`config.mk`:
```
export PLATFORM = sky130hd
export DESIGN_NAME = frame_buf_ring
export DESIGN_NICKNAME = d
export VERILOG_FILES = /design/src/rtl/frame_buf_pkg.sv /design/src/rtl/frame_buf_ring_ram.sv /design/src/rtl/frame_buf_ring.sv
export SDC_FILE = /design/constraint.sdc
export NUM_CORES = 1
export LEC_CHECK = 0
export CAP_MARGIN = 25
export CORE_MARGIN = 2
export CORE_UTILIZATION = 55
export CTS_CLUSTER_SIZE = 28
export DETAILED_ROUTE_END_ITERATION = 6
export PLACE_DENSITY = 0.78
export SLEW_MARGIN = 20
export SYNTH_ARGS = -nofsm -noshare
export SYNTH_HDL_FRONTEND = slang
export SYNTH_SLANG_ARGS = --single-unit
```
`constraint.sdc`:
```
create_clock -name wr_clk -period 8 [get_ports wr_clk]
set_input_delay 2 -clock wr_clk [delete_from_list [all_inputs] [get_ports wr_clk]]
set_output_delay 2 -clock wr_clk [all_outputs]
set_load 0.03 [all_outputs]
```
`src/rtl/frame_buf_pkg.sv`:
```
// Shared types and helpers for the multi-buffer frame store.
package frame_buf_pkg;

    typedef enum logic [1:0] {
        WR_IDLE,
        WR_FILL,
        WR_STALL
    } wr_state_t;

    typedef enum logic {
        RD_IDLE,
        RD_READ
    } rd_state_t;

    // Index width for n buffers; a single buffer still gets one bit.
    function automatic int buf_w(input int n);
        return (n > 1) ? $clog2(n) : 1;
    endfunction

endpackage

```
`src/rtl/frame_buf_ring_ram.sv`:
```
// Simple dual-port frame bank: synchronous write, registered read with one cycle latency.
module frame_bank_ram #(
    parameter int DATA_WIDTH = 32,
    parameter int DEPTH      = 16,
    parameter int AW         = 4
) (
    input  logic                  clk,
    input  logic                  reset,
    input  logic                  wr_en,
    input  logic [AW-1:0]         wr_addr,
    input  logic [DATA_WIDTH-1:0] wr_data,
    input  logic                  rd_en,
    input  logic [AW-1:0]         rd_addr,
    output logic [DATA_WIDTH-1:0] rd_data
);

    logic [DATA_WIDTH-1:0] mem [DEPTH];
    logic [DATA_WIDTH-1:0] rd_data_q;
    logic [DATA_WIDTH-1:0] rd_data_d;

    always_ff @(posedge clk) begin
        if (wr_en) begin
            mem[wr_addr] <= wr_data;
        end
    end

    // The read register holds its value between issued reads; only it is reset, never the array.
    always_comb begin
        rd_data_d = rd_data_q;
        if (rd_en) begin
            rd_data_d = mem[rd_addr];
        end
    end

    always_ff @(posedge clk) begin
        if (reset) begin
            rd_data_q <= '0;
        end else begin
            rd_data_q <= rd_data_d;
        end
    end

    assign rd_data = rd_data_q;

endmodule

```
`src/rtl/frame_buf_ring.sv`:
```
// Ring of NUM_BUFS frame buffers: producer fills in ring order, consumer drains in the same order.
module frame_buf_ring
    import frame_buf_pkg::*;
#(
    parameter int DATA_WIDTH  = 32,
    parameter int ADDR_WIDTH  = 3,
    parameter int FRAME_WORDS = 1 << ADDR_WIDTH,
    parameter int NUM_BUFS    = 2,
    parameter int BUF_W       = buf_w(NUM_BUFS)
) (
    input  logic                  wr_clk,
    input  logic                  reset,
    input  logic                  wr_valid,
    output logic                  wr_ready,
    input  logic [DATA_WIDTH-1:0] wr_data,
    output logic                  wr_frame_done,
    input  logic                  rd_req,
    output logic                  rd_avail,
    output logic                  rd_valid,
    output logic [DATA_WIDTH-1:0] rd_data,
    output logic                  rd_last,
    output logic [BUF_W:0]        full_cnt,
    output logic                  ovf
);

    localparam int                    RAM_DEPTH = NUM_BUFS * (1 << ADDR_WIDTH);
    localparam int                    RAM_AW    = $clog2(RAM_DEPTH);
    localparam logic [ADDR_WIDTH-1:0] LAST_ADDR = ADDR_WIDTH'(FRAME_WORDS - 1);
    localparam logic [BUF_W-1:0]      LAST_BUF  = BUF_W'(NUM_BUFS - 1);
    localparam logic [BUF_W:0]        BUFS      = (BUF_W + 1)'(NUM_BUFS);

    wr_state_t             wr_state_q, wr_state_d;
    rd_state_t             rd_state_q, rd_state_d;
    logic [BUF_W-1:0]      wr_buf_q, wr_buf_d, rd_buf_q, rd_buf_d;
    logic [ADDR_WIDTH-1:0] wr_addr_q, wr_addr_d, rd_addr_q, rd_addr_d;
    logic [BUF_W:0]        full_cnt_q, full_cnt_d;
    logic                  wr_frame_done_q, wr_frame_done_d;
    logic                  rd_valid_q, rd_valid_d;
    logic                  rd_last_q, rd_last_d;
    logic                  ovf_q, ovf_d;

    logic wr_accept, wr_commit, rd_issue, rd_release;

    // Both flags come from full_cnt alone, so neither sees wr_valid or rd_req combinationally.
    assign wr_ready = (full_cnt_q < BUFS);
    assign rd_avail = (full_cnt_q != '0);

    assign wr_accept  = wr_valid && wr_ready;
    assign wr_commit  = wr_accept && (wr_addr_q == LAST_ADDR);
    assign rd_issue   = rd_req && ((rd_state_q == RD_READ) || rd_avail);
    assign rd_release = rd_issue && (rd_addr_q == LAST_ADDR);

    always_comb begin
        wr_state_d      = wr_state_q;
        rd_state_d      = rd_state_q;
        wr_buf_d        = wr_buf_q;
        wr_addr_d       = wr_addr_q;
        rd_buf_d        = rd_buf_q;
        rd_addr_d       = rd_addr_q;
        full_cnt_d      = full_cnt_q;
        wr_frame_done_d = wr_commit;
        rd_valid_d      = rd_issue;
        rd_last_d       = rd_release;
        ovf_d           = ovf_q | (wr_valid && !wr_ready);

        if (wr_accept) begin
            wr_addr_d = wr_commit ? '0 : wr_addr_q + 1'b1;
        end
        if (wr_commit) begin
            wr_buf_d = (wr_buf_q == LAST_BUF) ? '0 : wr_buf_q + 1'b1;
        end
        if (rd_issue) begin
            rd_addr_d = rd_release ? '0 : rd_addr_q + 1'b1;
        end
        if (rd_release) begin
            rd_buf_d = (rd_buf_q == LAST_BUF) ? '0 : rd_buf_q + 1'b1;
        end

        // A commit and a release on the same edge cancel out in the count.
        case ({wr_commit, rd_release})
            2'b10:   full_cnt_d = full_cnt_q + 1'b1;
            2'b01:   full_cnt_d = full_cnt_q - 1'b1;
            default: full_cnt_d = full_cnt_q;
        endcase

        case (wr_state_q)
            WR_IDLE: begin
                if (wr_commit) begin
                    wr_state_d = WR_IDLE;
                end else if (wr_accept) begin
                    wr_state_d = WR_FILL;
                end else if (full_cnt_q == BUFS) begin
                    wr_state_d = WR_STALL;
                end
            end
            WR_FILL: begin
                if (wr_commit) begin
                    wr_state_d = WR_IDLE;
                end
            end
            WR_STALL: begin
                if (full_cnt_q < BUFS) begin
                    wr_state_d = WR_IDLE;
                end
            end
            default: wr_state_d = WR_IDLE;
        endcase

        case (rd_state_q)
            RD_IDLE: begin
                if (rd_issue && !rd_release) begin
                    rd_state_d = RD_READ;
                end
            end
            RD_READ: begin
                if (rd_release) begin
                    rd_state_d = RD_IDLE;
                end
            end
            default: rd_state_d = RD_IDLE;
        endcase
    end

    always_ff @(posedge wr_clk) begin
        if (reset) begin
            wr_state_q      <= WR_IDLE;
            rd_state_q      <= RD_IDLE;
            wr_buf_q        <= '0;
            wr_addr_q       <= '0;
            rd_buf_q        <= '0;
            rd_addr_q       <= '0;
            full_cnt_q      <= '0;
            wr_frame_done_q <= 1'b0;
            rd_valid_q      <= 1'b0;
            rd_last_q       <= 1'b0;
            ovf_q           <= 1'b0;
        end else begin
            wr_state_q      <= wr_state_d;
            rd_state_q      <= rd_state_d;
            wr_buf_q        <= wr_buf_d;
            wr_addr_q       <= wr_addr_d;
            rd_buf_q        <= rd_buf_d;
            rd_addr_q       <= rd_addr_d;
            full_cnt_q      <= full_cnt_d;
            wr_frame_done_q <= wr_frame_done_d;
            rd_valid_q      <= rd_valid_d;
            rd_last_q       <= rd_last_d;
            ovf_q           <= ovf_d;
        end
    end

    frame_bank_ram #(
        .DATA_WIDTH(DATA_WIDTH),
        .DEPTH     (RAM_DEPTH),
        .AW        (RAM_AW)
    ) u_ram (
        .clk    (wr_clk),
        .reset  (reset),
        .wr_en  (wr_accept),
        .wr_addr(RAM_AW'({wr_buf_q, wr_addr_q})),
        .wr_data(wr_data),
        .rd_en  (rd_issue),
        .rd_addr(RAM_AW'({rd_buf_q, rd_addr_q})),
        .rd_data(rd_data)
    );

    assign wr_frame_done = wr_frame_done_q;
    assign rd_valid      = rd_valid_q;
    assign rd_last       = rd_last_q;
    assign full_cnt      = full_cnt_q;
    assign ovf           = ovf_q;

endmodule

```
==> flow_metrics.py, run 1 <==
metrics = {
    "logic_synthesis": {
        "synth_area_um2": 21100,
        "yosys-top-cells-area": "edfxtp_1 73%, mux4_2 14%, dfxtp_1 4.5%, mux2i_1 3.2%, o221ai_1 1.3%",
        "yosys_most_used_dff": "edfxtp_1",
        "synth_top_area_share_pct": 73.0,
        "ys_seq_area_share_pct": 77.4,
        "async_reset_ff_share_pct": 0,
        "ys_types": 30,
        "netlist_top_cells_count": "512 x edfxtp_1, 128 x mux4_2, 67 x mux2i_1",
        "syn_area_per_cell_um2": 22.2,
        "synth_nets": 992,
        "ys_warn_count": 0,
        "ys_ff_latch": 559,
        "synthCells": 948,
        "synth.largest_area_cell": "edfxtp_1",
        "yosysMostFrequentCell": "edfxtp_1",
        "synth_enable_flop_cells": 512,
    },
    "grt": {
        "grt_pass1_wl_um": 63500,
        "use_met1_pct": 29.6,
        "overflow": 0,
        "grt.met2_usage_pct": 37.3,
        "grtUsageTotal_pct": 22.0,
        "grt_busiest_layer": "met2",
        "grt_pass1_vias": 10500,
        "grt_max_degree": 67,
        "grtUsageMet3_pct": 3.29,
        "antenna_found_initial": 0,
    },
    "sta": {
        "finalCritPeriodShare_pct": 58.2,
        "rsz0062_at_grt": "false",
        "period_needed_ns": 4.66,
        "layout_setup_ws_ns": 3.34,
        "setup_viol": 0,
        "slew_violations": 0,
        "slew_headroom_pct": 31.4,
        "finalSetupTns_ns": 0,
        "fmax_mhz": 215,
        "hold_violations": 0,
        "skew_ns": 0.0140,
        "tightest_slew_ns": 1.03,
    },
    "cts": {
        "cts_hold_buf": 0,
        "clkTransAtPathRegs_ns": 0.06,
        "cts_resized": 0,
        "cts_max_path_buffers": 3,
        "clock-root-buffer": "clkbuf_16",
        "cts_tree": "done",
        "post-cts-setup-buffers": 0,
        "cts_made_buffers": 54,
        "cts.sinks": 559,
        "insertion_delay_ns": 0.58,
        "htreeDepth": 2,
    },
    "routing": {
        "routed_wl_um": 42400,
        "routedWlPerCell_um": 26.4,
        "drtPass1Iterations": 5,
        "routed_via_density": 6.16,
        "vias": 9911,
        "drc": 0,
        "drtIter0Drc": 882,
        "ant_nets": 0,
    },
    "placed_design": {
        "dpl_worst_slack_ns": 2.91,
        "gp_congestion": 0.720,
        "port_buffers": 75,
        "hpwl_um": 23100,
    },
    "floorplan": {
        "fp.dieArea_um2": 39900,
        "coreArea_um2": 37700,
        "die_w_um": 200,
        "io_pins": 76,
        "rows": 71,
        "die_h_um": 200,
        "initial_core_util_pct": 55.9,
    },
    "critical_path": {
        "crit_type": "in -> reg",
        "worstPathRequired_ns": 8.44,
        "r2r_slack_ns": 4.73,
        "worstPathMaxFanout": 33,
        "end_kind": "flop",
        "startpoint_type": "primary input",
        "cp.arrival_ns": 5.10,
    },
    "power_and_ir_drop": {
        "p_per_area_nw_per_um2": 240,
        "power_uw": 5850,
        "p_leak_uw": 0.00737,
        "max-vdd-ir-drop_mv": 0.195,
    },
    "cells_and_area": {
        "n_antenna_cell": 0,
        "area_growth_pct": 15.8,
        "final_core_util_pct": 64.8,
        "num-fill-cells": 2433,
        "nets": 1096,
        "drive_gt1_share_pct": 23.3,
    },
    "status": {
        "status": "finished, final reports clean",
    },
    "run": {
        "maxCapViolCount": 0,
    },
    "worst_hold_path": {
        "hold_path.class": "reg -> reg",
    },
}
[metrics by stage]
step	hold slack, ns	cells	cell area [um^2]
after floorplan	0.458	948	21100
after CTS	0.492	1605	24300
after global routing	0.509	1608	24400
final	0.485	1608	24400
after detailed placement	0.475	1504	22600
after global placement	0.460	1498	22400
[kinds of logic (layout without fill, tap and decap cells)]
family	after synthesis	count (layout)	share of synthesized area, %
AND/OR/NAND/NOR	79	79	1.78
multiplexers	195	195	16.9
adder cells (fa/ha/maj)	8	8	0.475
AO/OA/AOI/OAI	44	44	1.68
XOR/XNOR	3	3	0.125
flip-flops	559	559	77.4
buffers and inverters	60	209	1.63
[layout make-up]
cell class	count	area (um^2)	area share, %
clock buffer	75	1500	6.15
clock inverter	26	259	1.06
inverter	5	18.8	0.0769
multi-input combinational	329	4530	18.6
sequential	559	16300	66.9
tap	511	639	2.62
timing repair buffer	103	1120	4.58
[sequential cells by signal, summed over array words and instances, names as in the netlist, named ones only]
| name | cells |
|---|---|
| rd_addr_q | 3 |
| ovf | 1 |
| u_ram.mem | 512 |
| u_ram.rd_data | 32 |
| rd_last | 1 |
| rd_valid | 1 |
| wr_buf_q | 1 |
| rd_buf_q | 1 |
| full_cnt | 2 |
| wr_frame_done | 1 |
| wr_addr_q | 3 |
[routing by layer]
metal	part of all wire, %	routed length (um)
met4	2.3	997
met5	0	0
met3	7.2	3070
met2	52	21900
met1	39	16500
[worst max-delay path: stages]
cell             delay (ns)
clkdlybuf4s50_1        0.71
inv_2                  0.79
nand3_2                1.00
o221ai_1               0.58
[worst paths after layout]
path	from	to	cells past startpoint
worst max-delay path	reset	u_ram.rd_data[28]	4
worst min-delay path	ovf	ovf	2
worst max register to register	rd_addr_q[0]	u_ram.rd_data[27]	5
worst min register to register	ovf	ovf	2
[placed cells by master, fill, tap and decap left out, drive strengths merged, types with 20 or more instances in the layout]
cell           instances
buf                   28
clkbuf                75
clkdlybuf4s50         75
clkinv                20
dfxtp                 47
edfxtp               512
mux2i                 67
mux4                 128
nand3                 34
nor2                  22
o221ai                32
[report_power, final]
part	internal, uW	total, uW	switching, uW
sequential	3220	3220	7.53
clock	1470	2510	1040
combinational	37.4	116	78.9
(Power assumes the default switching activity.)
==> inputs of run 2 (changes only) <==
Clock period 8 ns to 4.8 ns, I/O delays scaled along.
==> run 2 against run 1 <==
Against the previous run: hold slack lost 0.0021 ns; core utilization decreased by 0.15 points; highest routed layer unchanged; power up 67%; sequential power up 67%; final cell count decreased by 0.37%; critical path type unchanged; sequential share of layout area is 0.15 points higher; critical path depth is the same; largest power group unchanged.
==> flow_metrics.py, run 2 (same netlist as run 1, synthesis figures left out) <==
metrics = {
    "critical_path": {
        "cpPeakStageDelay_ns": 0.87,
        "cp.arrival_ns": 4.02,
        "path_buf_inv": 2,
        "rr_worst_depth": 4,
        "worstReg2RegStart": "rd_addr_q[0]",
        "cp_top_family": "buffers and inverters",
        "worstPathMaxFanout": 33,
        "path_cells": "clkdlybuf4s50_1 > inv_2 > nand3_2 > o221ai_1",
        "r2r_end": "u_ram.rd_data[28]",
        "end_kind": "flop",
        "r2r_slack_ns": 2.20,
        "cp_slowest_cell": "nand3_2",
        "worstPathRequired_ns": 5.24,
        "crit_type": "in -> reg",
        "startpoint_type": "primary input",
    },
    "routing": {
        "routed_via_density": 6.24,
        "drc": 0,
        "drtIter0Drc": 909,
        "drtPass1Iterations": 5,
        "ant_nets": 0,
        "routed_wl_um": 44600,
        "vias": 9996,
        "routedWlPerCell_um": 27.8,
    },
    "grt": {
        "grt_pass1_wl_um": 66100,
        "overflow": 0,
        "antenna_found_initial": 0,
        "grtUsageTotal_pct": 23.0,
        "grt_pass1_vias": 10100,
        "grt_max_degree": 60,
    },
    "floorplan": {
        "io_pins": 76,
        "die_h_um": 200,
        "die_w_um": 200,
        "rows": 71,
        "initial_core_util_pct": 55.9,
        "fp.dieArea_um2": 39900,
        "coreArea_um2": 37700,
    },
    "sta": {
        "slew_violations": 0,
        "setup_viol": 0,
        "fmax_mhz": 280,
        "slew_headroom_pct": 30.1,
        "skew_ns": 0.0200,
        "rsz0062_at_grt": "false",
        "hold_violations": 0,
        "finalSetupTns_ns": 0,
        "tightest_slew_ns": 1.05,
        "period_needed_ns": 3.57,
        "finalCritPeriodShare_pct": 74.5,
    },
    "cells_and_area": {
        "n_antenna_cell": 0,
        "area_growth_pct": 15.5,
        "nets": 1091,
        "largest-register": "u_ram.mem",
        "num-fill-cells": 2445,
        "largest_reg_flops": 512,
        "final_cell_mix": "512 x edfxtp_1, 128 x mux4_2, 75 x clkdlybuf4s50_1, 67 x mux2i_1, 55 x clkbuf_16",
        "drive_gt1_share_pct": 23.2,
        "final_common_cell": "edfxtp_1",
        "final_design_area_no_fill_um2": 24300,
    },
    "cts": {
        "cts.sinks": 559,
        "clkTransAtPathRegs_ns": 0.06,
        "cts_resized": 0,
        "cts_hold_buf": 0,
        "cts_max_path_buffers": 3,
        "insertion_delay_ns": 0.58,
        "htreeDepth": 2,
        "cts_tree": "done",
        "cts_made_buffers": 53,
        "clock-root-buffer": "clkbuf_16",
        "post-cts-setup-buffers": 0,
    },
    "worst_hold_path": {
        "whs_path_depth": 2,
        "whs_endpoint": "ovf",
        "min-delay-start": "ovf",
        "hold_path.class": "reg -> reg",
    },
    "power_and_ir_drop": {
        "p_leak_uw": 0.00733,
        "max-vdd-ir-drop_mv": 0.327,
        "power.internal_uw": 7890,
        "p_clk_share_pct": 43.0,
        "switching_share_pct": 19.4,
        "p_per_area_nw_per_um2": 402,
        "pwr-share-seq_pct": 54.9,
        "power.net_switching_uw": 1900,
        "p_comb_share_pct": 2.1,
    },
    "run": {
        "maxCapViolCount": 0,
    },
    "placed_design": {
        "gp_congestion": 0.785,
        "placed_area_um2": 22600,
        "port_buffers": 75,
        "hpwl_um": 25600,
    },
    "status": {
        "status": "finished, final reports clean",
    },
}
==> run 2: cell count changes in the layout (fill, tap and decap cells not counted) <==
cell	delta
buf_12	+8
buf_16	-6
buf_4	-6
clkbuf_1	-3
clkbuf_8	-2
clkinvlp_4	+2
bufinv_16	+1
clkinv_2	+1
clkinv_8	-1
==> run 2: worst max-delay path by stage <==
stage,cells after the start,start,to
5_1_grt,4,reset,u_ram.rd_data[1]
6_report,4,reset,u_ram.rd_data[31]
3_5_place_dp,4,reset,u_ram.rd_data[5]
4_1_cts,4,reset,u_ram.rd_data[10]
2_1_floorplan,4,wr_valid,u_ram.mem[0][0]
3_3_place_gp,4,reset,u_ram.rd_data[1]
==> run 2: area by class of cell <==
class                   instances  area [um^2]  area share [%]
clock buffers                  70         1460            6.01
clock inverters                29          293            1.20
inverters                       5         18.8          0.0771
multi-input cells             329         4530            18.6
flip-flops and latches        559        16300            67.1
well taps                     511          639            2.63
repair buffers                 99         1070            4.39
==> run 2: power groups by stage <==
stage | Sequential, uW | Combinational (uW) | Clock, uW
detailed placement | 5480 | 206 | 0
floorplan | 5480 | 65.8 | 0
global placement | 5480 | 198 | 0
global route | 5380 | 218 | 4430
finish | 5380 | 205 | 4210
CTS | 5380 | 208 | 4250
==> run 2: per-stage QoR <==
stage | hold WS [ns] | total power (uW) | util (%) | worst slack [ns] | std cells
3_3_place_gp | 0.451 | 5670 | 60.0 | 0.858 | 1503
4_1_cts | 0.497 | 9840 | 64.6 | 1.20 | 1602
6_report | 0.483 | 9790 | 64.6 | 1.23 | 1602
3_5_place_dp | 0.482 | 5680 | 60.0 | 0.647 | 1503
5_1_grt | 0.526 | 10000 | 64.6 | 1.06 | 1602
2_1_floorplan | 0.458 | 5540 | - | 0.411 | 948
==> run 2: worst min-delay path: stages (launching register included) <==
cell and delay, ns:
dfxtp_1 0.33, a21oi_1 0.05, nor2_1 0.07
==> run 2: routing by layer <==
metal	part of all wire [%]	global-route usage (%)
met1	39	30.7
met2	53	40.0
met3	5.7	3.21
met4	2.3	6.42
met5	0	0
==> inputs of run 3 (changes only) <==
Clock period 4.8 ns to 3.5 ns, I/O delays scaled along.
==> run 3 against run 2 <==
Against the previous run: power up 33%; flip-flop and latch count is the same; clock power grew 28%; critical path depth is 2 lower; final area is 0.20% higher; non-clock buffer count increased by 12; critical path type is now reg -> out; highest routed layer unchanged.
==> flow_metrics.py, run 3 (same netlist as run 1, synthesis figures left out) <==
metrics = {
    "cts": {
        "cts_hold_buf": 0,
        "cts_resized": 0,
        "cts_made_buffers": 54,
        "post-cts-setup-buffers": 0,
        "insertion_delay_ns": 0.58,
        "cts_max_path_buffers": 3,
        "cts_tree": "done",
        "cts.sinks": 559,
        "clock-root-buffer": "clkbuf_16",
        "clkTransAtPathRegs_ns": 0.06,
        "htreeDepth": 2,
    },
    "critical_path": {
        "end_kind": "primary output",
        "rr_worst_depth": 5,
        "startpoint_type": "flop",
        "worstPathMaxFanout": 10,
        "crit_type": "reg -> out",
        "worstPathRequired_ns": 2.62,
        "cp.arrival_ns": 1.97,
    },
    "floorplan": {
        "io_pins": 76,
        "initial_core_util_pct": 55.9,
        "rows": 71,
        "die_w_um": 200,
        "coreArea_um2": 37700,
        "die_h_um": 200,
        "fp.dieArea_um2": 39900,
    },
    "sta": {
        "fmax_mhz": 352,
        "period_needed_ns": 2.84,
        "tightest_slew_ns": 1.06,
        "setup_viol": 0,
        "hold_violations": 0,
        "finalSetupTns_ns": 0,
        "finalCritPeriodShare_pct": 81.2,
        "rsz0062_at_grt": "false",
        "slew_headroom_pct": 29.4,
        "whs_ns": 0.483,
        "skew_ns": 0.0275,
        "slew_violations": 0,
    },
    "power_and_ir_drop": {
        "max-vdd-ir-drop_mv": 0.628,
        "p_clk_share_pct": 41.3,
        "power_uw": 13000,
        "p_comb_share_pct": 2.1,
        "pwr-share-seq_pct": 56.6,
        "power.internal_uw": 10500,
        "switching_share_pct": 19.7,
        "power.net_switching_uw": 2560,
        "p_leak_uw": 0.00733,
        "p_per_area_nw_per_um2": 534,
    },
    "cells_and_area": {
        "final_cell_mix": "512 x edfxtp_1, 128 x mux4_2, 75 x clkdlybuf4s50_1, 67 x mux2i_1, 55 x clkbuf_16",
        "area_growth_pct": 15.8,
        "n_antenna_cell": 0,
        "largest_reg_flops": 512,
        "largest-register": "u_ram.mem",
        "final_common_cell": "edfxtp_1",
        "nets": 1104,
        "drive_gt1_share_pct": 23.3,
        "final_design_area_no_fill_um2": 24400,
        "final_core_util_pct": 64.8,
    },
    "placed_design": {
        "placed_area_um2": 22800,
        "port_buffers": 75,
        "hpwl_um": 24200,
        "gp_congestion": 0.778,
    },
    "status": {
        "status": "finished, final reports clean",
    },
    "routing": {
        "routed_wl_um": 43500,
        "routed_via_density": 6.15,
        "routedWlPerCell_um": 26.9,
        "ant_nets": 0,
        "drc": 0,
        "drtPass1Iterations": 5,
        "drtIter0Drc": 966,
        "vias": 9936,
    },
    "grt": {
        "grtUsageTotal_pct": 22.8,
        "grt_pass1_vias": 10300,
        "grt.met2_usage_pct": 38.5,
        "overflow": 0,
        "grt_pass1_wl_um": 65300,
        "use_met1_pct": 30.7,
        "antenna_found_initial": 0,
        "grt_max_degree": 41,
        "grt_busiest_layer": "met2",
        "grtUsageMet3_pct": 4.02,
    },
    "worst_hold_path": {
        "whs_path_depth": 2,
        "hold_path.class": "reg -> reg",
    },
    "run": {
        "maxCapViolCount": 0,
    },
}
run 3: critical path: stages, from the launching register on:
cell and delay [ns]:
dfxtp_1 0.53, or2_2 0.20, clkdlybuf4s50_1 0.67
run 3: final timing paths:
kind,slack [ns],end,from
hold / removal,0.48,ovf,ovf
setup reg to reg,1.10,full_cnt[1],full_cnt[1]
hold reg to reg,0.48,ovf,ovf
setup / recovery,0.66,rd_avail,full_cnt[1]
run 3: area by class of cell:
class | count | area [um^2]
timing repair buffer | 111 | 1220
tap | 511 | 639
sequential | 559 | 16300
inverter | 5 | 18.8
fill | 2491 | 13300
clock buffer | 67 | 1420
multi-input combinational | 329 | 4560
clock inverter | 33 | 205
run 3: routing by layer:
metal | part of all wire [%] | up-vias
li1 | - | 4215
met1 | 39 | 5248
met3 | 6.6 | 84
met4 | 2.7 | 0
met5 | 0 | -
met2 | 52 | 389
run 3: through the flow:
step	worst slack [ns]	std cells
6_report	0.658	1615
5_1_grt	0.603	1615
4_1_cts	0.647	1615
3_5_place_dp	0.496	1515
3_3_place_gp	0.517	1515
2_1_floorplan	0.291	948
run 3: power by group through the flow:
stage	Clock, uW	Sequential [uW]	Combinational (uW)
after floorplan	0	7510	91.1
after global placement	0	7510	270
after detailed placement	0	7510	281
after CTS	5440	7370	282
after global routing	5710	7370	301
final	5380	7370	278
